$ cat src/rtl/bitmap_load_ctrl.sv
// bitmap_load_ctrl: sequences every write into the font bitmap RAM write port.
// Two CPU commands are handled: LOAD streams one 16-row glyph in byte by byte,
// FILL paints a run of glyphs with a constant byte. At most one RAM write per cycle.
//
// Ports:
//   clk_i, rst_ni            clock, asynchronous active-low reset
//   cmd_valid_i/cmd_ready_o  command handshake (ready only while idle)
//   cmd_op_i                 0 = LOAD, 1 = FILL
//   cmd_char_i               first character index
//   cmd_count_i              FILL glyph count (1..128)
//   cmd_fill_i               FILL byte
//   data_valid_i/data_ready_o/data_byte_i  LOAD row data, row 0 first
//   abort_i                  abort an active LOAD/FILL (ignored when idle)
//   write_data_o/write_addr_o/write_strobe_o  bitmap RAM write port, addr = {char, row}
//   busy_o, done_o, err_o    status: active, success pulse, failure pulse
module bitmap_load_ctrl #(
  parameter int unsigned LoadTimeout = 1023,
  parameter int unsigned Rows        = 16
) (
  input  logic        clk_i,
  input  logic        rst_ni,
  input  logic        cmd_valid_i,
  output logic        cmd_ready_o,
  input  logic        cmd_op_i,
  input  logic [6:0]  cmd_char_i,
  input  logic [7:0]  cmd_count_i,
  input  logic [7:0]  cmd_fill_i,
  input  logic        data_valid_i,
  output logic        data_ready_o,
  input  logic [7:0]  data_byte_i,
  input  logic        abort_i,
  output logic [7:0]  write_data_o,
  output logic [10:0] write_addr_o,
  output logic        write_strobe_o,
  output logic        busy_o,
  output logic        done_o,
  output logic        err_o
);

  localparam int unsigned ToW     = (LoadTimeout < 2) ? 1 : $clog2(LoadTimeout + 1);
  localparam logic [3:0]  LastRow = 4'(Rows - 1);

  typedef enum logic [1:0] {StIdle, StLoad, StFill} state_e;

  state_e           state_q;
  logic [6:0]       char_q;
  logic [3:0]       row_q;
  logic [7:0]       remain_q;
  logic [7:0]       fill_q;
  logic [ToW-1:0]   to_q;
  logic             strobe_q;
  logic [10:0]      addr_q;
  logic [7:0]       data_q;
  logic             busy_q;
  logic             done_q;
  logic             err_q;
  logic             cmd_ready_q;
  logic             data_ready_q;

  // 9-bit sum so char + count past the last glyph is caught without wrapping.
  logic [8:0] fill_end;
  logic       fill_bad;
  logic       load_timeout;

  assign fill_end     = {2'b00, cmd_char_i} + {1'b0, cmd_count_i};
  assign fill_bad     = (cmd_count_i == 8'd0) || (fill_end > 9'd128);
  assign load_timeout = (LoadTimeout != 0) && ((32'(to_q) + 32'd1) == LoadTimeout);

  always_ff @(posedge clk_i or negedge rst_ni) begin
    if (!rst_ni) begin
      state_q      <= StIdle;
      char_q       <= '0;
      row_q        <= '0;
      remain_q     <= '0;
      fill_q       <= '0;
      to_q         <= '0;
      strobe_q     <= 1'b0;
      addr_q       <= '0;
      data_q       <= '0;
      busy_q       <= 1'b0;
      done_q       <= 1'b0;
      err_q        <= 1'b0;
      cmd_ready_q  <= 1'b1;
      data_ready_q <= 1'b0;
    end else begin
      strobe_q <= 1'b0;
      done_q   <= 1'b0;
      err_q    <= 1'b0;
      unique case (state_q)
        StIdle: begin
          // abort is deliberately not looked at here.
          if (cmd_valid_i) begin
            if (!cmd_op_i) begin
              char_q       <= cmd_char_i;
              row_q        <= '0;
              to_q         <= '0;
              state_q      <= StLoad;
              busy_q       <= 1'b1;
              cmd_ready_q  <= 1'b0;
              data_ready_q <= 1'b1;
            end else if (fill_bad) begin
              err_q <= 1'b1;
            end else begin
              char_q      <= cmd_char_i;
              row_q       <= '0;
              remain_q    <= cmd_count_i;
              fill_q      <= cmd_fill_i;
              state_q     <= StFill;
              busy_q      <= 1'b1;
              cmd_ready_q <= 1'b0;
            end
          end
        end
        StLoad: begin
          if (abort_i) begin
            err_q        <= 1'b1;
            state_q      <= StIdle;
            busy_q       <= 1'b0;
            cmd_ready_q  <= 1'b1;
            data_ready_q <= 1'b0;
          end else if (data_valid_i) begin
            strobe_q <= 1'b1;
            addr_q   <= {char_q, row_q};
            data_q   <= data_byte_i;
            row_q    <= row_q + 4'd1;
            to_q     <= '0;
            if (row_q == LastRow) begin
              done_q       <= 1'b1;
              state_q      <= StIdle;
              busy_q       <= 1'b0;
              cmd_ready_q  <= 1'b1;
              data_ready_q <= 1'b0;
            end
          end else if (load_timeout) begin
            err_q        <= 1'b1;
            state_q      <= StIdle;
            busy_q       <= 1'b0;
            cmd_ready_q  <= 1'b1;
            data_ready_q <= 1'b0;
          end else begin
            to_q <= to_q + 1'b1;
          end
        end
        StFill: begin
          if (abort_i) begin
            err_q       <= 1'b1;
            state_q     <= StIdle;
            busy_q      <= 1'b0;
            cmd_ready_q <= 1'b1;
          end else begin
            strobe_q <= 1'b1;
            addr_q   <= {char_q, row_q};
            data_q   <= fill_q;
            row_q    <= row_q + 4'd1;
            if (row_q == LastRow) begin
              if (remain_q == 8'd1) begin
                done_q      <= 1'b1;
                state_q     <= StIdle;
                busy_q      <= 1'b0;
                cmd_ready_q <= 1'b1;
              end else begin
                // Range check at accept time keeps char_q from passing 127.
                char_q   <= char_q + 7'd1;
                remain_q <= remain_q - 8'd1;
              end
            end
          end
        end
        default: begin
          state_q      <= StIdle;
          busy_q       <= 1'b0;
          cmd_ready_q  <= 1'b1;
          data_ready_q <= 1'b0;
        end
      endcase
    end
  end

  assign cmd_ready_o    = cmd_ready_q;
  assign data_ready_o   = data_ready_q;
  assign write_strobe_o = strobe_q;
  assign write_addr_o   = addr_q;
  assign write_data_o   = data_q;
  assign busy_o         = busy_q;
  assign done_o         = done_q;
  assign err_o          = err_q;

endmodule
$ cat config.mk
export PLATFORM = sky130hd
export DESIGN_NAME = bitmap_load_ctrl
export DESIGN_NICKNAME = d
export VERILOG_FILES = /design/src/rtl/bitmap_load_ctrl.sv
export SDC_FILE = /design/constraint.sdc
export NUM_CORES = 1
export LEC_CHECK = 0
export ABC_AREA = 0
export BUFFER_PORTS_ARGS = -buffer_cell sky130_fd_sc_hd__buf_2
export CAP_MARGIN = 10
export CORE_MARGIN = 1
export CORE_UTILIZATION = 57
export CTS_BUF_LIST = sky130_fd_sc_hd__clkbuf_16
export CTS_CLUSTER_DIAMETER = 100
export DETAILED_ROUTE_END_ITERATION = 10
export GPL_ROUTABILITY_DRIVEN = 1
export GPL_TIMING_DRIVEN = 0
export PLACE_DENSITY = 0.81
export SYNTH_ARGS = -nofsm -noshare
export SYNTH_HDL_FRONTEND = slang
export SYNTH_SLANG_ARGS = --single-unit
$ cat constraint.sdc
create_clock -name clk_i -period 3.5 [get_ports clk_i]
set_input_delay 0.35 -clock clk_i [delete_from_list [all_inputs] [get_ports clk_i]]
set_output_delay 0.35 -clock clk_i [all_outputs]
set_load 0.005 [all_outputs]
### Yosys cells after proc, flatten, opt, wreduce, memory -nomap -nowiden

Index checks and enable logic that the tools add are counted.

* bits in writable memories: 0
* memories kept: 0
* register bits after elaboration: 64
* latch bits: 0
* input bits: 37
* bits in read-only memories: 0

* equal/unequal tests: 20
* add/sub/neg operators: 6
* bitwise operators: 2
* magnitude comparators: 1
* reductions and logical operators: 15
* divide/modulo/power cells: 0
* shift-type cells: 0
* $mul: 0
* mux-type cells: 90

Operator list (count)
* 2-to-1 mux 8 bit: 9
* 2-to-1 mux 10 bit: 5
* 2-to-1 mux 7 bit: 6
* 2-to-1 mux 1 bit: 38
* 2-to-1 mux 11 bit: 3
* case mux 8 bit (2 select lines): 2
* 2-to-1 mux 4 bit: 6
* case mux 11 bit (2 select lines): 1
* 2-to-1 mux 2 bit: 10
* case mux 10 bit (2 select lines): 1
* != test 2 bit (second input constant): 9
* AND reduction 6 bit: 3
* case mux 7 bit (2 select lines): 1
* != test 3 bit (second input constant): 4
* case mux 1 bit (3 select lines): 4
* case mux 4 bit (3 select lines): 1
* adder 10 x 1 -> 11 bit (second input constant): 1
* == test 11 x 10 -> 1 bit (second input constant): 1
* adder 10 x 1 -> 10 bit (second input constant): 1
* AND reduction 5 bit: 2
* adder 7 x 8 -> 9 bit: 1
* greater-than comparator 9 x 8 -> 1 bit (second input constant): 1
* == test 8 x 1 -> 1 bit (second input constant): 1
* zero test 8 bit: 1
* 16 further kinds: 22

### Depth between registers and ports, before layout

Gate-level depths: netlist of the first run.

* word-level depth: 7
* mapped depth: 11

### Worst setup path after synthesis of the first run

No wires, ideal clock.

* kind: input-to-reg
* from: input port cmd_char_i[0]
* to: register remain_q[6]
* arrival: 2935 ps
* setup slack: 442 ps
* stages: 11
* data required time: 3377 ps
* path through: ha_1 fa_1 xor2_1 a2111oi_0 o21ai_0 a211oi_1 a21o_1 a31oi_1 clkbuf_1 or4_1 o221a_2

* longest elaborated chain between the ends: 5

RTL lines
* from (decl): RTL line 25 `input logic [6:0] cmd_char_i,`
* adder 7 x 8 -> 9 bit: RTL line 65 `assign fill_end = {2'b00, cmd_char_i} + {1'b0, cmd_count_i};`
* greater-than comparator 9 x 8 -> 1 bit: RTL line 66 `assign fill_bad = (cmd_count_i == 8'd0) || (fill_end > 9'd128);`
* logical OR 1 bit: RTL line 66
* != test 2 bit (no source line)
* AND reduction 7 bit (no source line)
* to (signal assigned): RTL line 106 `remain_q <= cmd_count_i;`
* to (signal assigned): RTL line 164 `remain_q <= remain_q - 8'd1;`
* to (decl): RTL line 48 `logic [7:0] remain_q;`

Every way passes these cells.
A chain may end at the register's enable or synchronous reset.

### Final worst setup path of the first run

Ends and elaborated chain as after synthesis.

==> results.yml, run 1 <==
setup_path:
  worst_setup_path_start_kind: "input pin"
  crit_chain: "buf_2, ha_1, fa_1, xor2_1, a2111oi_1, o21ai_0, a211oi_2, a21o_1, a31oi_1, clkbuf_1, or4_1, o221a_2"
  path_class: "input pin to flip-flop"
  critPathArrivalTime_ps: 3500
  r2r_slack_ps: 810
  worst-path-stages: 12
  crit_buf_inv: 2
  end_kind: "flip-flop"
  worst-r2r-cell-count: 10
  cpLargestDelayFamily: "compound AO/OA/AOI/OAI gates"
  critPathMaxStageDelay_ps: 560
  path_max_fanout: 10
  worstPathRequired_ps: 3720
  cp_slowest_cell: "or4_1"
layout:
  syn_to_final_growth_pct: 19.9
  layout_common_cells: "63 x dfrtp_1, 62 x buf_2, 48 x nand2_1"
  final_cell_area_sq_um: 4540
  antennaDiodeCount: 0
  fill_cells: 487
  utilization: 0.711
  final_cells: 551
  layout_commonest_cell: "dfrtp_1"
  multiInputGateArea_sq_um: 2060
  nets: 524
  drive_above_1_share: 0.245
  ff_latch_area_sq_um: 1600
route:
  route.vias.total: 3358
  final_antenna_net_count: 0
  drc: 0
  routed_wl_mm: 9.04
  drt_iter0_drc: 216
  drt_first_pass_iters: 5
  wire_per_inst_um: 16.4
  vias_per_cell: 6.09
synthesis:
  synth_top_family_by_area: "compound AO/OA/AOI/OAI gates"
  yosysWarnings: 0
  synth-xor-area-share: 0.00925
  avgSynthCellArea_sq_um: 9.54
  synthMuxAreaShare: 0.0878
  yosys_register_bits: 64
  syn_inst: 397
  synth-compound-area-share: 0.195
  synth_area_sq_um: 3790
  synth-main-ff-cell: "dfrtp_1"
  synth_simple_gate_area_frac: 0.190
  ys_seq_area_frac: 0.423
  synth-edff-count: 0
  synth_nets: 452
  synth_fa_ha_area_frac: 0.0614
  yosys.cell_types.count: 59
  async_reset_ff_frac: 1.00
timing:
  period_needed_ps: 3290
  final.setup_skew_ps: 6.81
  timing.final.ws_setup_ps: 214
  slew_viol_final: 0
  setup_viol: 0
  hold_viol: 0
  fin_crit_sh: 0.939
  worst_pin_slew_ps: 733
  maxClockFrequency_mhz: 304
  slew_headroom: 0.511
  rsz0062_at_grt: "no"
floorplan:
  initial_core_util: 0.593
  pin_count: 62
  core_sq_um: 6390
  die_x_um: 83.5
  dieArea_sq_um: 6980
  rows: 29
  die_h_um: 83.5
placed_design:
  placedCellCount: 535
  dp_hpwl_mm: 6.36
  port_buffers: 60
  dpl_cell_area_sq_um: 4210
  gp_congestion: 0.901
  pre_cts_ws_ps: -204
global_route:
  grt_pass1_wl_mm: 15.4
  grt_overflow: 0
  antenna_found_initial: 0
  grt_max_degree: 34
  grtUsageTotal: 0.276
  grt_pass1_vias: 3271
clock_tree:
  cts.path.max_buffers: 2
  cts_setup_buffers: 0
  clock_sinks: 64
  clk_pin_slew_ps: 60
  insertion_delay_ps: 330
  cts_tree: "built"
  numCtsBuffers: 9
  root_buffer: "clkbuf_16"
  cts-htree-levels: 3
job:
  timing.max_cap.violations: 0
worst_hold_path:
  min_path_type: "input pin to async pin"
power:
  p_leak_nw: 2.05
  irDropWorstVdd_mv: 0.572
  powerDensity_nw_per_um2: 792
status:
  status: "finished, final reports clean"
cell families (layout without fill, tap and decap cells):
group	Yosys count	after routing
AND/OR/NAND/NOR	137	137
AO/OA/AOI/OAI	110	110
flip-flops	64	64
buffers and inverters	33	110
multiplexers	31	31
adder cells (fa/ha/maj)	18	18
XOR/XNOR	4	4
cells in the mapped netlist, types with 6 or more instances:
cell	instances	area (sq um)
nand2b_1	7	43.8
nand3_1	19	95.1
a211oi_1	8	60.1
dfrtp_1	63	1580
inv_1	14	52.6
ha_1	17	213
nand2_1	48	180
mux2i_1	13	130
o21ai_0	44	220
mux2_2	18	203
nor2_1	14	52.6
clkbuf_1	16	60.1
a211o_1	6	52.6
a21oi_1	14	70.1
final timing paths:
kind,startpoint,end
max reg2reg,state_q[0],char_q[4]
max,cmd_char_i[0],remain_q[6]
min reg2reg,write_data_o[7],write_data_o[7]
min,rst_ni,state_q[0]
max in group asynchronous,rst_ni,char_q[3]
min in group clk_i,cmd_fill_i[2],fill_q[2]
power breakdown:
| part | switching [mW] | internal [mW] |
|---|---|---|
| logic | 0.767 | 0.588 |
| clock network | 0.354 | 0.632 |
| registers | 0.221 | 1.04 |
repair_timing:
action                                  4_1_cts  5_1_grt
endpoints found under the setup margin        0       12
resized for setup                             0        4
hold buffers                                  0        0
metrics by stage:
stage | hold WS, ps | power (mW) | setup TNS [ps]
finish | 79.8 | 3.60 | 0
global route | 135 | 3.84 | 0
CTS | 108 | 3.60 | 0
detailed placement | 456 | 2.59 | -1390
global placement | 457 | 2.52 | -167
floorplan | 54.4 | 2.14 | 0
layer usage:
metal	global-route usage	share of wire
met4	0.117	0.022
met5	0	0
met2	0.443	0.48
met1	0.369	0.45
met3	0.0514	0.056
sequential cells by signal, summed over array words and instances, names as in the netlist:
name            cells
write_addr_o       11
to_q               10
fill_q              8
remain_q            8
write_data_o        8
char_q              7
row_q               4
state_q             2
busy_o              1
cmd_ready_o         1
data_ready_o        1
done_o              1
err_o               1
write_strobe_o      1
layout make-up:
| type | instances | share of cell area |
|---|---|---|
| Clock inverter | 7 | 0.0229 |
| Buffer | 19 | 0.0168 |
| Multi-Input combinational cell | 300 | 0.455 |
| Sequential cell | 64 | 0.353 |
| Inverter | 14 | 0.0116 |
| Clock buffer | 9 | 0.0496 |
| Timing Repair Buffer | 61 | 0.0705 |
| Tap cell | 77 | 0.0212 |
worst reg2reg max path: stages, from the launching register on:
cell	delay, ps
dfrtp_1	430
inv_1	90
ha_1	190
clkbuf_1	220
inv_1	140
nor2_1	70
a41oi_1	370
nand3b_1	380
clkbuf_2	300
o21ai_0	130
a211o_1	250
Power figures use the tool's default switching activity.
==> run 2: changes to the inputs <==
- BUFFER_PORTS_ARGS: -buffer_cell sky130_fd_sc_hd__buf_2 -> -buffer_cell sky130_fd_sc_hd__buf_4
- CORE_MARGIN: 1 -> 5
==> run 2 against run 1 <==
Net effect:
- critical path depth unchanged
- clock skew down 3.3 ps
- design area rose by 2.1%
- critical path type unchanged
- flip-flop and latch count did not move
- largest power group unchanged
- first-iteration DRC count is 27% lower
- count of clock-buffer cells in the layout unchanged
- die area grew 20%
==> results.yml, run 2 (synthesized netlist as in run 1, its figures left out) <==
worst_hold_path:
  min_path_type: "input pin to async pin"
global_route:
  grt_pass1_vias: 3176
  gr-max-usage-layer: "met2"
  grt.met3_usage: 0.0686
  use_met2: 0.349
  grt_use_met1: 0.311
  grt_overflow: 0
  grt_max_degree: 65
  grt_pass1_wl_mm: 15.4
  grtUsageTotal: 0.228
  antenna_found_initial: 0
layout:
  fill_cells: 467
  syn_to_final_growth_pct: 22.4
  antennaDiodeCount: 0
  layout_common_cells: "63 x dfrtp_1, 60 x buf_4, 48 x nand2_1"
  largest_reg_flops: 11
  layout_commonest_cell: "dfrtp_1"
  final_cells: 550
  nets: 523
  drive_above_1_share: 0.239
timing:
  maxClockFrequency_mhz: 303
  final.setup_skew_ps: 3.53
  slew_headroom: 0.478
  setup_viol: 0
  slew_viol_final: 0
  hold_ws_ps: 82.2
  hold_viol: 0
  period_needed_ps: 3300
  fin_crit_sh: 0.942
  finalSetupTns_ps: 0
  rsz0062_at_grt: "no"
  worst_pin_slew_ps: 783
job:
  timing.max_cap.violations: 0
clock_tree:
  cts.path.max_buffers: 2
  cts-htree-levels: 3
  root_buffer: "clkbuf_16"
  cts_tree: "built"
  insertion_delay_ps: 330
  clk_pin_slew_ps: 50
  hold_buffers: 0
  numCtsBuffers: 9
  clock_sinks: 64
floorplan:
  die_x_um: 91.5
  die_h_um: 91.5
  core_sq_um: 6420
  pin_count: 62
  dieArea_sq_um: 8380
  rows: 29
  initial_core_util: 0.590
route:
  drt_first_pass_iters: 6
  wire_per_inst_um: 16.4
  final_antenna_net_count: 0
  drt_iter0_drc: 157
  drc: 0
  vias_per_cell: 6.07
  route.vias.total: 3336
  routed_wl_mm: 9.04
power:
  powerDensity_nw_per_um2: 766
  p_leak_nw: 2.06
  irDropWorstVdd_mv: 0.616
  power_mw: 3.55
status:
  status: "finished, final reports clean"
setup_path:
  path_class: "input pin to flip-flop"
  worst_setup_path_start_kind: "input pin"
  worstPathRequired_ps: 3710
  critPathArrivalTime_ps: 3510
  end_kind: "flip-flop"
  path_max_fanout: 10
placed_design:
  gp_congestion: 0.905
  placedCellCount: 534
  dp_hpwl_mm: 6.54
  port_buffers: 60
==> run 2: cell types whose count changed in the layout (fill, tap and decap cells not counted), moves of 2 or more <==
| cell | previous run | this run |
|---|---|---|
| buf_4 | 0 | 60 |
| clkinvlp_4 | 0 | 2 |
| buf_2 | 62 | 2 |
| clkinv_4 | 3 | 1 |
==> run 2: routing by layer <==
layer  vias up  wire length (um)
met5         -                 0
met4         0               174
met3        18               682
met2       123              4200
met1      1579              3990
li1       1616                 -
==> run 2: final timing paths <==
path | from | end | slack, ps | cells past startpoint
hold / removal | rst_ni | remain_q[4] | 80 | 1
setup reg to reg | state_q[0] | char_q[4] | 650 | 10
max in group asynchronous | rst_ni | fill_q[2] | 2880 | 1
setup / recovery | cmd_char_i[0] | remain_q[6] | 200 | 12
hold reg to reg | write_data_o[2] | write_data_o[2] | 480 | 2
min in group clk_i | cmd_fill_i[6] | fill_q[6] | 250 | 2
==> run 2: timing repair <==
item,CTS,global route
gates resized for setup,0,1
hold endpoints to repair,0,0
buffers inserted,0,0
endpoints found under the setup margin,0,2
==> run 2: metrics by stage <==
step | cell area (sq um) | utilization | setup WS (ps)
2_1_floorplan | 3790 | - | 442
3_3_place_gp | 4340 | 0.675 | -120
3_5_place_dp | 4340 | 0.675 | -187
4_1_cts | 4630 | 0.721 | 130
5_1_grt | 4640 | 0.722 | 42.8
6_report | 4640 | 0.722 | 202
==> run 2: final cells by class <==
cell class | instances | area [sq um] | area share
Timing Repair Buffer | 60 | 450 | 0.0971
Inverter | 14 | 52.6 | 0.0113
Clock buffer | 9 | 225 | 0.0486
Multi-Input combinational cell | 300 | 2060 | 0.445
Tap cell | 77 | 96.3 | 0.0208
Clock inverter | 7 | 71.3 | 0.0154
Buffer | 19 | 75.1 | 0.0162
Sequential cell | 64 | 1600 | 0.346
==> run 2: critical path, cell delays in order <==
cell and delay (ps):
buf_4 120, ha_1 220, fa_1 420, xor2_1 150
a2111oi_0 440, o21ai_0 190, a211oi_2 250, a21o_1 270
a31oi_1 160, clkbuf_1 250, or4_1 550, o221a_2 130
==> run 2: power by group <==
group	internal [mW]	switching, mW
registers	1.04	0.231
clock network	0.550	0.328
logic	0.656	0.748
